### src/rtl/calc_entry_fsm.sv
// Keypad entry controller for the BCD calculator: collects two 4-digit BCD operands
// and an operation from key strobes, then captures the ALU result for display.
module calc_entry_fsm (
   input  logic        clk,
   input  logic        clear_n,
   input  logic        key_valid,
   input  logic [3:0]  key_code,
   input  logic [15:0] alu_bcd,
   input  logic        alu_neg,
   output logic [15:0] bcd1,
   output logic [15:0] bcd2,
   output logic [3:0]  op_selected,
   output logic [15:0] disp_bcd,
   output logic        disp_neg,
   output logic        busy
);

   // state    | meaning
   // ENTER_A  | collecting operand A digits into bcd1
   // ENTER_B  | operation chosen, collecting operand B digits into bcd2
   // EXEC     | one cycle: operands stable, ALU result captured; keys dropped
   // RESULT   | result held for display; digit/op/'=' start, chain or repeat
   typedef enum logic [1:0] {
      ENTER_A = 2'd0,
      ENTER_B = 2'd1,
      EXEC    = 2'd2,
      RESULT  = 2'd3
   } state_t;

   localparam logic [3:0] KEY_ADD = 4'hA;
   localparam logic [3:0] KEY_SUB = 4'hB;
   localparam logic [3:0] KEY_EQ  = 4'hC;
   localparam logic [3:0] KEY_CLR = 4'hD;

   localparam logic [3:0] OP_NONE = 4'b0000;
   localparam logic [3:0] OP_ADD  = 4'b0001;
   localparam logic [3:0] OP_SUB  = 4'b0010;

   state_t      state;
   logic [2:0]  cnt1;
   logic [2:0]  cnt2;
   logic [15:0] res_bcd;
   logic        res_neg;

   logic        is_digit;
   logic        is_op;
   logic        is_eq;
   logic        is_clr;
   logic        is_zero;
   logic [3:0]  key_op;

   assign is_digit = key_valid && (key_code <= 4'd9);
   assign is_op    = key_valid && ((key_code == KEY_ADD) || (key_code == KEY_SUB));
   assign is_eq    = key_valid && (key_code == KEY_EQ);
   assign is_clr   = key_valid && (key_code == KEY_CLR);
   assign is_zero  = (key_code == 4'd0);
   assign key_op   = (key_code == KEY_SUB) ? OP_SUB : OP_ADD;

   always_ff @(posedge clk or negedge clear_n) begin
      if (!clear_n) begin
         state       <= ENTER_A;
         bcd1        <= 16'h0000;
         bcd2        <= 16'h0000;
         op_selected <= OP_NONE;
         cnt1        <= 3'd0;
         cnt2        <= 3'd0;
         res_bcd     <= 16'h0000;
         res_neg     <= 1'b0;
      end else if (is_clr && (state != EXEC)) begin
         state       <= ENTER_A;
         bcd1        <= 16'h0000;
         bcd2        <= 16'h0000;
         op_selected <= OP_NONE;
         cnt1        <= 3'd0;
         cnt2        <= 3'd0;
         res_bcd     <= 16'h0000;
         res_neg     <= 1'b0;
      end else begin
         case (state)
            ENTER_A: begin
               // a zero with no digits yet is a leading zero: value stays 0, not counted
               if (is_digit) begin
                  if (!(cnt1 == 3'd0 && is_zero) && (cnt1 != 3'd4)) begin
                     bcd1 <= {bcd1[11:0], key_code};
                     cnt1 <= cnt1 + 3'd1;
                  end
               end else if (is_op) begin
                  op_selected <= key_op;
                  bcd2        <= 16'h0000;
                  cnt2        <= 3'd0;
                  state       <= ENTER_B;
               end
            end
            ENTER_B: begin
               if (is_digit) begin
                  if (!(cnt2 == 3'd0 && is_zero) && (cnt2 != 3'd4)) begin
                     bcd2 <= {bcd2[11:0], key_code};
                     cnt2 <= cnt2 + 3'd1;
                  end
               end else if (is_op) begin
                  op_selected <= key_op;
               end else if (is_eq) begin
                  state <= EXEC;
               end
            end
            EXEC: begin
               res_bcd <= alu_bcd;
               res_neg <= alu_neg;
               state   <= RESULT;
            end
            RESULT: begin
               if (is_digit) begin
                  bcd1        <= {12'h000, key_code};
                  cnt1        <= is_zero ? 3'd0 : 3'd1;
                  bcd2        <= 16'h0000;
                  cnt2        <= 3'd0;
                  op_selected <= OP_NONE;
                  state       <= ENTER_A;
               end else if (is_op) begin
                  // a negative result cannot seed operand A; chain from zero instead
                  bcd1        <= res_neg ? 16'h0000 : res_bcd;
                  op_selected <= key_op;
                  bcd2        <= 16'h0000;
                  cnt2        <= 3'd0;
                  state       <= ENTER_B;
               end else if (is_eq && !res_neg) begin
                  bcd1  <= res_bcd;
                  state <= EXEC;
               end
            end
            default: state <= ENTER_A;
         endcase
      end
   end

   always_comb begin
      disp_bcd = res_bcd;
      case (state)
         ENTER_A: disp_bcd = bcd1;
         ENTER_B: disp_bcd = bcd2;
         default: disp_bcd = res_bcd;
      endcase
   end

   assign disp_neg = res_neg && (state == RESULT);
   assign busy     = (state == EXEC);

endmodule

### config.mk
export PLATFORM = sky130hd
export DESIGN_NAME = calc_entry_fsm
export DESIGN_NICKNAME = d
export VERILOG_FILES = /design/src/rtl/calc_entry_fsm.sv
export SDC_FILE = /design/constraint.sdc
export NUM_CORES = 1
export LEC_CHECK = 0
export ABC_CLOCK_PERIOD_IN_PS = 6600
export CORE_ASPECT_RATIO = 1.4
export CORE_MARGIN = 4
export CORE_UTILIZATION = 54
export DETAILED_ROUTE_END_ITERATION = 8
export PLACE_DENSITY = 0.86
export REMOVE_ABC_BUFFERS = 1
export SYNTH_ARGS = -nofsm -noshare
export SYNTH_HDL_FRONTEND = slang
export SYNTH_SLANG_ARGS = --single-unit
### constraint.sdc
create_clock -name clk -period 6.6 [get_ports clk]
set_input_delay 1.65 -clock clk [delete_from_list [all_inputs] [get_ports clk]]
set_output_delay 1.65 -clock clk [all_outputs]
set_load 0.1 [all_outputs]
Word-level counts from Yosys, hierarchy flattened. Index checks and enable logic that the tools add are counted.

Register bits after elaboration: 61. Latch bits: 0. Bits in writable memories: 0. Memory bits (read-only): 0. Bits of input ports: 24. Output and inout port bits: 54. Word-level logic and storage cells: 111. Memories kept: 0.

$add $sub $neg: 2. Multipliers: 0. Div/mod/pow operators: 0. Order comparisons: 1. Equal/unequal tests: 22. Shift-type cells: 0. Multiplexer cells: 49. Bitwise gates (word level): 0. Reductions and logical operators: 29.

Operators with widths (number): $mux W16 (15); $pmux W16 S2 (2); $pmux W16 S3 (1); $ne A3 B3 Y1 const B (12); $mux W3 (10); $mux W2 (10); $eq A4 B4 Y1 const B (4); $mux W4 (4); $reduce_and A4 Y1 (3); $logic_and A1 B1 Y1 (11); $pmux W3 S3 (1); $pmux W2 S4 (1); $pmux W4 S2 (1); $add A3 B1 Y3 const B (2); $logic_not A3 Y1 (2); $pmux W3 S2 (1); $reduce_and A6 Y1 (1); $reduce_bool A3 Y1 (2); $ne A5 B5 Y1 const B (1); $eq A2 B2 Y1 const B (2); $le A4 B4 Y1 const B (1); $logic_not A4 Y1 (1); $reduce_bool A4 Y1 (1); $logic_not A1 Y1 (3); other kinds (9) (11).

Longest topological paths before layout.
Depth in word-level cells: 8. Gate-level depth with buffers: 7. Mapped depth without buffers: 6.

Worst setup path before layout. Ideal clock, no wire load.

Path type: reg-to-output. From: register state[0]. To: output port disp_bcd[0]. Data arrival time: 3.283 ns. Setup slack: 1.667 ns. Stages on the path, launching flop included: 5. Cell sequence: dfrtp_1 clkbuf_1 clkbuf_1 mux2i_1 o21ai_0.

Cells in the longest elaborated chain, start to end: 2. Elaborated cells on any way between the ends: 3.

RTL lines: start: declaration (RTL line 39) `state_t state;`; start signal: assignment (RTL line 61) `state <= ENTER_A;`; start signal: assignment (RTL line 70) `state <= ENTER_A;`; start signal: assignment (RTL line 91) `state <= ENTER_B;`; $eq A2 B1 Y1 / $logic_not A2 Y1 (equally long branches) (RTL line 138) `case (state)`; $pmux W16 S2 (*) (RTL line 138); end: declaration (RTL line 13) `output logic [15:0] disp_bcd,`.

Mark *: on every way between the ends. The rest lies on a longest branch, timed or not.

Worst setup path in the final report.
From: register state[1]. To: output port disp_bcd[8].

Same word-level chain as after synthesis.

==> qor.csv <==
stage;metric;value;unit
synth;syn_avg_cell_area;9.82;µm²
synth;seq_area_frac_synth;0.464;
min_path;hp-class;flip-flop to flip-flop;
global_routing;use_met2;0.420;
timing;fin_crit_sh;0.673;
critical_path;worstPathArrival;2790;ps
clocking;clockBufferDepth;2;
timing;fin_setup_tns;0;ps
floorplan;die_area;0.00742;mm²
synth;netlist.area_leader.share;0.464;
clocking;cts_root_buf;clkbuf_8;
synth;synth.largest_area_cell;dfrtp_1;
timing;max_slew.worst_pin.slew;986;ps
global_routing;grt_max_degree;62;
clocking;cts-resized-gates;0;
floorplan;ios;78;
detailed_routing;detail-route-antenna-nets;0;
timing;period_needed;4440;ps
detailed_routing;vias_per_cell;6.01;
synth;synth_edf_count;0;
global_routing;grt_pass1_vias;2930;
timing;final_max_slew_viol_count;0;
clocking;ctsHoldBuffers;0;
synth;ys_types;47;
clocking;cts_buffers;9;
floorplan;coreArea;0.00590;mm²
placement;dp.cells;463;
clocking;clk_pin_slew;70;ps
placement;gp_congestion;0.834;
synth;syn_inst;335;
layout;fin_cells;478;
timing;fmax;225;MHz
layout;seq_area;0.00153;mm²
timing;hold_viol;0;
synth;ys_seq_elements;61;
timing;rsz0062_at_grt;no;
layout;area_growth;31.1;%
critical_path;crit_fanout;40;
placement;dp_hpwl;5.95;mm
global_routing;antenna_found_initial;0;
detailed_routing;vias;2872;
global_routing;grt_overflow;0;
synth;synth_area_leaders;dfrtp_1 (46%), a22o_1 (7.7%), nand2_1 (7.0%);
floorplan;die_w;74.0;µm
synth;async_reset_ff_frac;1.00;
clocking;cts_sinks;61;
timing;finalSetupViolations;0;
critical_path;crit_buf_inv;2;
detailed_routing;wirelength;8.86;mm
critical_path;setup.worst_path.start_class;flip-flop;
detailed_routing;drt_iter0_markers;153;
critical_path;cp_data_required_time;4950;ps
critical_path;crit_path_end_kind;output port;
timing;fin_skew;7.95;ps
layout;num_antenna_cells;0;
floorplan;row_count;33;
clocking;post-cts-setup-buffer-count;0;
timing;slew_headroom;0.339;
global_routing;grt_pass1_wl;14.7;mm
global_routing;grt_usage;0.257;
critical_path;slowest_delay;1170;ps
run_status;status;complete, no violations;
detailed_routing;dr.pass1.iters;5;
floorplan;fp.dieH;100;µm
critical_path;worstSetupPathType;flip-flop to output port;
synth;ys.flop_type;dfrtp_1;
global_routing;top_usage_layer;met2;
critical_path;crit_path_top_delay_cell;clkdlybuf4s50_1;
clocking;cts_tree;done;
floorplan;start_util;0.557;
global_routing;use_met1;0.324;
flow_run;maxCapViolations;0;
detailed_routing;routedWlPerCell;18.5;µm
clocking;htreeDepth;3;
placement;port_buffers;77;
layout;num-nets-final;432;
critical_path;cp_cell_sequence;buf_4 > nand2_1 > o21ai_0 > clkdlybuf4s50_1;
layout;fillers;436;
layout;drive_gt1_frac;0.118;
synth;synth_commonest_cells;dfrtp_1 (61), nand2_1 (61), o21ai_0 (38);
clocking;clkLatencyLatePin;340;ps
synth;yosys_warnings;0;
critical_path;cpLargestDelayFamily;buffers and inverters;
global_routing;use_met3;0.0551;
layout;fin_util;0.730;
synth;syn-cell-area;0.00329;mm²
layout;multi_input_area;0.00161;mm²
detailed_routing;drcViolationCount;0;
## per-layer routing
layer	up-vias	wire, µm
met5	-	0
met4	0	216
met3	17	476
met2	103	4730
met1	1431	3440
li1	1321	-
## registers in the layout (all words and copies together) (netlist names)
name,flops
bcd1,16
bcd2,16
cnt1,3
cnt2,3
op_selected,4
res_bcd,16
res_neg,1
state,2
## area by class of cell
type,instances,area share
clock inverters,4,0.0220
repair buffers,83,0.187
clock buffers,11,0.0351
multi-input cells,240,0.373
well taps,70,0.0203
flip-flops and latches,61,0.354
inverters,9,0.00783
## through the flow
step / hold WS [ps] / worst slack (ps) / instance area [µm²]
final: 470 / 2160 / 4310
after global routing: 512 / 1970 / 4310
after CTS: 475 / 2150 / 4310
after detailed placement: 466 / 2230 / 4070
after global placement: 446 / 2350 / 4070
after floorplan: 431 / 1720 / 3170
## cell families (layout without fill, tap and decap cells)
| kind of cell | Yosys count | after routing | share of synthesized area |
|---|---|---|---|
| compound gates | 97 | 97 | 0.201 |
| flops | 61 | 61 | 0.464 |
| fa+ha+maj | 4 | 4 | 0.0152 |
| mux | 36 | 36 | 0.126 |
| simple gates | 103 | 103 | 0.146 |
| buf+inv | 34 | 107 | 0.0483 |
## worst reg2reg max path, delay by kind of cell (launching register included)
family	cells	cell delay (ps)
AO/OA/AOI/OAI	2	340
buffers and inverters	1	450
flip-flops	1	580
multiplexers	1	310
AND/OR/NAND/NOR	2	900
## worst paths after layout
check                         start     endpoint  slack [ps]  cells past startpoint
max in group asynchronous   clear_n   res_bcd[5]        4650                      2
min in group asynchronous   clear_n  res_bcd[15]        1460                      2
hold / removal              cnt1[2]      cnt1[2]         470                      1
hold reg to reg             cnt1[2]      cnt1[2]         470                      1
setup / recovery           state[1]  disp_bcd[8]        2160                      4
setup reg to reg           state[1]      cnt2[0]        3960                      6
## placed cells by master, fill, tap and decap left out, types with 2 or more instances in the layout
master	instances
o22ai_2	2
o22ai_1	2
inv_2	3
ha_1	4
mux2i_1	20
bufinv_16	3
nand3_1	4
nand2b_1	3
mux2_1	3
o21a_1	2
nor2b_1	4
nor2_1	15
clkbuf_8	11
nor3b_1	2
or3_1	2
o21ai_0	38
buf_4	7
a22oi_1	2
nor3_2	2
mux2_2	4
a21oi_1	9
o21ai_1	4
nand2_1	61
dfrtp_1	61
inv_1	6
a22o_1	29
mux2_4	9
and3_1	2
clkdlybuf4s50_1	75
Power is left out: the tool's default activity adds up to more than one toggle a clock period on the data nets, which glitch-free logic cannot reach.
